===== src/rtl/branch_issue_scheduler.sv =====
// Reservation station for the branch unit: a compacting queue of branch ops that
// wake up from the CDB, with the oldest ready op moved into a registered issue slot.
module branch_issue_scheduler #(
  parameter int DEPTH  = 4,
  parameter int DATA_W = 16,
  parameter int TAG_W  = 4,
  localparam int CW    = $clog2(DEPTH + 1)
) (
  input  logic              clk,
  input  logic              rst_n,
  input  logic              flush,
  input  logic              disp_valid,
  output logic              disp_ready,
  input  logic [3:0]        disp_opcode,
  input  logic [TAG_W-1:0]  disp_rob,
  input  logic              disp_t_rdy,
  input  logic [DATA_W-1:0] disp_t_val,
  input  logic [TAG_W-1:0]  disp_t_tag,
  input  logic              disp_a_rdy,
  input  logic [DATA_W-1:0] disp_a_val,
  input  logic [TAG_W-1:0]  disp_a_tag,
  input  logic              disp_b_rdy,
  input  logic [DATA_W-1:0] disp_b_val,
  input  logic [TAG_W-1:0]  disp_b_tag,
  input  logic              cdb_valid,
  input  logic [TAG_W-1:0]  cdb_tag,
  input  logic [DATA_W-1:0] cdb_value,
  output logic              iss_valid,
  input  logic              iss_ready,
  output logic [3:0]        iss_opcode,
  output logic [TAG_W-1:0]  iss_rob,
  output logic [DATA_W-1:0] iss_vt,
  output logic [DATA_W-1:0] iss_va,
  output logic [DATA_W-1:0] iss_vb,
  output logic [CW-1:0]     count
);

  // Handshakes: dispatch transfers when disp_valid & disp_ready at a rising edge;
  // the issue slot is consumed when iss_valid & iss_ready at a rising edge, and
  // while iss_valid & ~iss_ready the slot contents are held unchanged.

  typedef struct packed {
    logic [3:0]        opcode;
    logic [TAG_W-1:0]  rob;
    logic              t_rdy;
    logic [TAG_W-1:0]  t_tag;
    logic [DATA_W-1:0] t_val;
    logic              a_rdy;
    logic [TAG_W-1:0]  a_tag;
    logic [DATA_W-1:0] a_val;
    logic              b_rdy;
    logic [TAG_W-1:0]  b_tag;
    logic [DATA_W-1:0] b_val;
  } entry_t;

  entry_t          ent_q [DEPTH];
  entry_t          ent_d [DEPTH];
  entry_t          ent_w [DEPTH];
  entry_t          iss_q, iss_d;
  entry_t          new_e, sel_e;
  logic            iss_valid_q, iss_valid_d;
  logic [CW-1:0]   count_q, count_d;
  logic [CW-1:0]   sel_idx, base;
  logic            sel_found, take, load, disp_fire, cdb_hit;

  function automatic entry_t wake(entry_t e, logic hit, logic [TAG_W-1:0] tag,
                                  logic [DATA_W-1:0] val);
    entry_t r;
    r = e;
    if (hit && !r.t_rdy && r.t_tag == tag) begin r.t_rdy = 1'b1; r.t_val = val; end
    if (hit && !r.a_rdy && r.a_tag == tag) begin r.a_rdy = 1'b1; r.a_val = val; end
    if (hit && !r.b_rdy && r.b_tag == tag) begin r.b_rdy = 1'b1; r.b_val = val; end
    return r;
  endfunction

  assign disp_ready = (count_q < CW'(DEPTH)) & ~flush;

  always_comb begin
    disp_fire = disp_valid & disp_ready;
    load      = ~iss_valid_q | iss_ready;
    cdb_hit   = cdb_valid & ~flush;

    new_e.opcode = disp_opcode;
    new_e.rob    = disp_rob;
    new_e.t_rdy  = disp_t_rdy;
    new_e.t_tag  = disp_t_tag;
    new_e.t_val  = disp_t_val;
    new_e.a_rdy  = disp_a_rdy;
    new_e.a_tag  = disp_a_tag;
    new_e.a_val  = disp_a_val;
    new_e.b_rdy  = disp_b_rdy;
    new_e.b_tag  = disp_b_tag;
    new_e.b_val  = disp_b_val;
    new_e        = wake(new_e, cdb_hit, cdb_tag, cdb_value);

    // Select looks at registered readiness only; a same-cycle CDB hit issues next cycle.
    sel_found = 1'b0;
    sel_idx   = '0;
    sel_e     = '0;
    for (int i = DEPTH - 1; i >= 0; i--) begin
      if (CW'(i) < count_q && ent_q[i].t_rdy && ent_q[i].a_rdy && ent_q[i].b_rdy) begin
        sel_found = 1'b1;
        sel_idx   = CW'(i);
        sel_e     = ent_q[i];
      end
    end
    take = load & sel_found;

    for (int i = 0; i < DEPTH; i++) begin
      ent_w[i] = wake(ent_q[i], cdb_hit, cdb_tag, cdb_value);
    end

    // Compaction shifts the already-woken entries so no broadcast is lost.
    for (int i = 0; i < DEPTH - 1; i++) begin
      ent_d[i] = (take && CW'(i) >= sel_idx) ? ent_w[i+1] : ent_w[i];
    end
    ent_d[DEPTH-1] = ent_w[DEPTH-1];

    base = count_q - CW'(take);
    for (int i = 0; i < DEPTH; i++) begin
      if (disp_fire && CW'(i) == base) ent_d[i] = new_e;
    end
    count_d = base + CW'(disp_fire);

    iss_valid_d = iss_valid_q;
    iss_d       = iss_q;
    if (take) begin
      iss_valid_d = 1'b1;
      iss_d       = sel_e;
    end else if (load) begin
      iss_valid_d = 1'b0;
    end

    if (flush) begin
      count_d     = '0;
      iss_valid_d = 1'b0;
    end
  end

  always_ff @(posedge clk or negedge rst_n) begin
    if (!rst_n) begin
      count_q     <= '0;
      iss_valid_q <= 1'b0;
      iss_q       <= '0;
      for (int i = 0; i < DEPTH; i++) ent_q[i] <= '0;
    end else begin
      count_q     <= count_d;
      iss_valid_q <= iss_valid_d;
      iss_q       <= iss_d;
      for (int i = 0; i < DEPTH; i++) ent_q[i] <= ent_d[i];
    end
  end

  assign iss_valid  = iss_valid_q;
  assign iss_opcode = iss_q.opcode;
  assign iss_rob    = iss_q.rob;
  assign iss_vt     = iss_q.t_val;
  assign iss_va     = iss_q.a_val;
  assign iss_vb     = iss_q.b_val;
  assign count      = count_q;

endmodule


===== config.mk =====
export PLATFORM = sky130hd
export DESIGN_NAME = branch_issue_scheduler
export DESIGN_NICKNAME = d
export VERILOG_FILES = /design/src/rtl/branch_issue_scheduler.sv
export SDC_FILE = /design/constraint.sdc
export NUM_CORES = 1
export LEC_CHECK = 0
export BUFFER_PORTS_ARGS = -buffer_cell sky130_fd_sc_hd__buf_2
export CAP_MARGIN = 25
export CORE_MARGIN = 3
export CORE_UTILIZATION = 40
export CTS_BUF_LIST = sky130_fd_sc_hd__clkbuf_4
export DETAILED_ROUTE_END_ITERATION = 10
export PLACE_DENSITY = 0.64
export SYNTH_ARGS = -nofsm -noshare
export SYNTH_HDL_FRONTEND = slang
export SYNTH_SLANG_ARGS = --single-unit

===== constraint.sdc =====
create_clock -name clk -period 5.35 [get_ports clk]
set_input_delay 1.07 -clock clk [delete_from_list [all_inputs] [get_ports clk]]
set_output_delay 1.07 -clock clk [all_outputs]
set_load 0.02 [all_outputs]

### Yosys cells after proc, flatten, opt, wreduce, memory -nomap -nowiden

Index checks and enable logic that the tools add are counted.

| operators by class | value |
|---|---|
| $lt $le $gt $ge | 8 |
| $add $sub $neg | 2 |
| eq/ne operators | 18 |
| reduce and logical (&&, ||, !) cells | 72 |
| bitwise operators | 7 |
| mux-type cells | 53 |

Operator list:

| operator | count |
|---|---|
| $mux W71 | 10 |
| $mux W16 | 15 |
| $mux W63 | 1 |
| $eq A4 B4 Y1 | 15 |
| $logic_and A1 B1 Y1 | 49 |
| $mux W1 | 22 |
| $logic_not A1 Y1 | 15 |
| $mux W3 | 4 |
| $reduce_bool A3 Y1 | 4 |
| $eq A2 B3 Y1 const A | 2 |
| $ge A1 B3 Y1 const A | 2 |
| $lt A1 B3 Y1 const A | 2 |
| $lt A2 B3 Y1 const A | 2 |
| $reduce_bool A2 Y1 | 3 |
| $and A1 B1 Y1 | 4 |
| $add A3 B1 Y3 | 1 |
| $eq A1 B3 Y1 const A | 1 |
| $ge A2 B3 Y1 const A | 1 |
| $logic_not A3 Y1 | 1 |
| $lt A3 B3 Y1 const B | 1 |
| $sub A3 B1 Y3 | 1 |
| $mux W2 | 1 |
| $not A1 Y1 | 2 |
| $or A1 B1 Y1 | 1 |

| word-level totals | value |
|---|---|
| bits of input ports | 97 |
| output and inout bits | 61 |
| register bits after elaboration | 344 |

### Depth between registers and ports, before layout

| depth | value |
|---|---|
| depth after elaboration | 13 |
| mapped depth | 18 |

### Worst setup path after synthesis

OpenSTA, ideal clock, no wires.

| timing path | value |
|---|---|
| path kind | register to register |
| from | register count_q[2] (netlist: count[2]) |
| to | register, netlist name ent_q[107] |
| clock period less this slack | 3,875 ps |
| slack | 1,475 ps |
| required time | 5,246 ps |
| library setup time | 104 ps |
| cell stages (with the launch flop) | 18 |
| arrival | 3,771 ps |
| buffers on the path | 6 |
| cell sequence | dfrtp_1 -> buf_4 -> o2111ai_2 -> o21ai_2 -> o31ai_2 -> buf_2 -> buf_2 -> inv_1 -> ha_1 -> ha_1 -> nor4_1 -> and3_1 -> buf_2 -> a311o_1 -> buf_2 -> buf_2 -> a211oi_1 -> a221oi_1 |

RTL lines:

| element | RTL line | RTL |
|---|---|---|
| start: declaration | 62 | `logic [CW-1:0] count_q, count_d;` |
| start signal: assignment | 147 | `count_q <= count_d;` |

### Worst setup path after layout

| timing path | value |
|---|---|
| from | register count_q[2] (netlist: count[2]) |
| to | register, netlist name ent_q[258] |

| between the ends | value |
|---|---|
| longest elaborated chain between the ends | 13 |
| elaborated cells on any way between the ends | 36 |

Ends and longest elaborated chain:

| element | RTL line | RTL |
|---|---|---|
| $lt A2 B3 Y1 | 101 | `if (CW'(i) < count_q && ent_q[i].t_rdy && ent_q[i].a_rdy && ent_q[i].b_rdy) begin` |
| $logic_and A1 B1 Y1 (3 in a row) | 101 |  |
| $mux W1 (3 in a row) | 101 |  |
| $mux W1 * | 101 |  |
| $and A1 B1 Y1 * | 107 | `take = load & sel_found;` |
| via take | 64 | `logic sel_found, take, load, disp_fire, cdb_hit;` |
| $sub A3 B1 Y3 | 119 | `base = count_q - CW'(take);` |
| $logic_not A3 Y1 | 121 | `if (disp_fire && CW'(i) == base) ent_d[i] = new_e;` |
| $logic_and A1 B1 Y1 | 121 |  |
| $reduce_bool A3 Y1 (no line) or $mux W71 (tied branches) | - |  |

Mark *: on every way through the listed nets, which the timed path passes. The rest lies on a longest branch. The select of a mux whose other input is x is not followed.
A chain may end at the register's enable or synchronous reset.

==> flow_metrics.env <==
export IMPL_core_sq_um=47800
export IMPL_syn_nets=1952
export IMPL_cts_root_buffer="clkbuf_4"
export IMPL_grtUsageTotal_pct=26.1
export IMPL_clock_latency_ns=0.87
export IMPL_grt_max_degree=114
export IMPL_numCtsBuffers=98
export IMPL_antenna_found_initial=5
export IMPL_h_tree_depth=3
export IMPL_rrSetupSlack_ns=0.91
export IMPL_gr_total_overflow=0
export IMPL_area_delta_synth_final_pct=11.7
export IMPL_nNetsFinal=2053
export IMPL_status="finished clean"
export IMPL_cts_resized=0
export IMPL_worstReg2RegEnd="ent_q[258]"
export IMPL_cp_arrival_ns=5.10
export IMPL_powerDensity_nw_per_um2=620
export IMPL_ys_seq_elements=344
export IMPL_drt_iter0_drc=2041
export IMPL_postRouteAntennaNets=0
export IMPL_hold_buffers=0
export IMPL_fp_dieH_microns=226
export IMPL_startpoint="count[2]"
export IMPL_drive_gt1_share_pct=20.8
export IMPL_fmaxAchievable_mhz=225
export IMPL_globalplace_congestion=0.847
export IMPL_grt_pass1_wl_mm=103
export IMPL_rr_startpoint="count[2]"
export IMPL_cp_end_kind="register"
export IMPL_layout_commonest_cell="dfrtp_1"
export IMPL_die_width_microns=226
export IMPL_dp_cells=2469
export IMPL_pin_count=158
export IMPL_num_fill_cells=4591
export IMPL_syn_inst=1853
export IMPL_stdcell_count=2648
export IMPL_hp_class="in -> async"
export IMPL_worst_slew_pin_slew_ns=1.08
export IMPL_grt_pass1_vias=17178
export IMPL_ys_types=56
export IMPL_routed_wirelength_mm=67.1
export IMPL_synthesis_yosys_warnings=0
export IMPL_cts_tree="built"
export IMPL_finalCritPeriodShare_pct=82.9
export IMPL_multi_input_area_sq_um=9700
export IMPL_ys_seq_area_share_pct=44.4
export IMPL_post_route_drc_count=0
export IMPL_cts_clk_slew_worst_paths_ns=0.07
export IMPL_relSlewSlack_pct=28.0
export IMPL_maxCapViolCount=0
export IMPL_power_mw=13.4
export IMPL_die_area_sq_um=51100
export IMPL_skew_ns=0.0677
export IMPL_finalHoldViolCount=0
export IMPL_cts_max_path_buffers=3
export IMPL_pre_cts_ws_ns=0.910
export IMPL_startpoint_type="register"
export IMPL_peakVddDrop_mv=0.322
export IMPL_start_util_pct=40.5
export IMPL_vias=16805
export IMPL_setup_slack_ns=0.915
export IMPL_path_class="reg -> reg"
export IMPL_rsz0062_at_grt="no"
export IMPL_setup_viol=0
export IMPL_drt_vias_per_instance=6.35
export IMPL_use_met1_pct=34.5
export IMPL_rows=80
export IMPL_met2_usage_pct=40.8
export IMPL_grt_busiest_layer="met2"
export IMPL_final_cell_mix="dfrtp_1, mux2i_1, nand2_1, buf_2, clkbuf_4"
export IMPL_fin_tns_setup_ns=0
export IMPL_regArea_sq_um=8610
export IMPL_cp_data_required_time_ns=6.01
export IMPL_port_buffers=157
export IMPL_wire_per_inst_microns=25.3
export IMPL_finalMaxSlewViolations=0
export IMPL_avgSynthCellArea_sq_um=10.5
export IMPL_synth_area_sq_um=19400
export IMPL_power_leakage_nw=9.59
export IMPL_dr_pass1_iters=9
export IMPL_post_cts_buffers=0
export IMPL_hpwl_mm=39.0
export IMPL_grt_met3_usage_pct=6.25
export IMPL_ff2ff_path_depth=13
export IMPL_critPathMaxFanout=48
export IMPL_min_period_ns=4.44
export IMPL_cts_sink_count=344
[area by class of cell]
class	instances	share of cell area, %
inverter	4	0.0694
antenna	5	0.0578
tap	615	3.56
multi-input combinational	1294	44.8
clock inverter	28	0.734
timing repair buffer	212	5.94
sequential	344	39.8
clock buffer	146	5.06
[worst max-delay path by stage]
| stage | endpoint | slack [ns] |
|---|---|---|
| 2_1_floorplan | ent_q[107] | 1.47 |
| 3_3_place_gp | ent_q[258] | 1.02 |
| 5_1_grt | ent_q[258] | 0.68 |
| 3_5_place_dp | ent_q[270] | 0.91 |
| 4_1_cts | ent_q[258] | 0.96 |
| 6_report | ent_q[258] | 0.91 |
[routing by layer]
| layer | routed length, microns | up-vias | part of all wire, % |
|---|---|---|---|
| met5 | 61 | - | 0.091 |
| met4 | 2480 | 4 | 3.7 |
| met3 | 6260 | 167 | 9.3 |
| met2 | 30800 | 926 | 46 |
| met1 | 27400 | 8422 | 41 |
| li1 | - | 7286 | - |
[synthesized netlist by cell type (all sizes together)]
cell	number	area share, %
dfrtp	344	44
mux2i	305	16
nand2	160	3.1
buf	114	4.3
a211oi	104	4.0
clkbuf	97	1.9
a221oi	96	4.9
nor2	86	1.7
a21oi	77	2.0
o31ai	59	2.3
and3	58	1.9
o22ai	57	1.8
o21ai	55	1.5
a21boi	48	1.9
a222oi	48	2.5
xor2	42	1.9
nor3	24	0.92
xnor2	20	0.90
nand3	9	0.26
a21o	6	0.23
and2	6	0.19
nor2b	6	0.19
inv	4	0.077
nand2b	4	0.17
nor4	4	0.23
a211o	3	0.14
o32ai	3	0.14
and4	2	0.10
ha	2	0.13
o21bai	2	0.077
or2	2	0.065
a311o	1	0.052
a31oi	1	0.11
nor3b	1	0.039
o2111ai	1	0.077
o2bb2ai	1	0.045
or3	1	0.058
[logic make-up after synthesis]
| family | share of synthesized area, % |
|---|---|
| simple gates | 8.94 |
| fa+ha+maj | 0.129 |
| xor+xnor | 2.80 |
| compound gates | 21.7 |
| mux | 15.8 |
| buf+inv | 6.26 |
| flops | 44.4 |
[critical path, stage by stage, from the launching register on]
cell and delay (ns):
dfrtp_1 0.53, o2111ai_2 0.49, o21ai_4 0.12, o31ai_4 0.28
inv_1 0.07, ha_1 0.19, ha_1 0.23, nor3_2 0.29
and4_4 0.57, buf_4 0.69, a211o_1 0.21, nor2b_1 0.13
buf_4 0.30, a221oi_1 0.13
[per-stage QoR]
stage                     area [sq um]  util, %  hold WS [ns]
final                            21600     45.2         0.209
after global routing             21600     45.2         0.243
after CTS                        21600     45.2         0.232
after detailed placement         20400     42.6         0.466
after global placement           20300     42.5         0.459
after floorplan                  19400        -         0.459
[power by group]
group          internal [mW]  total [mW]  switching [mW]
sequential              3.87        4.69           0.826
combinational           2.34        6.22            3.87
clock                   1.29        2.51            1.22
[sequential cells by signal, summed over array words and instances (netlist names)]
register    cells
iss_vt         16
count           3
iss_va         16
ent_q         284
iss_rob         4
iss_vb         16
iss_opcode      4
iss_valid       1
No activity file was read; power rests on OpenSTA's default activity.
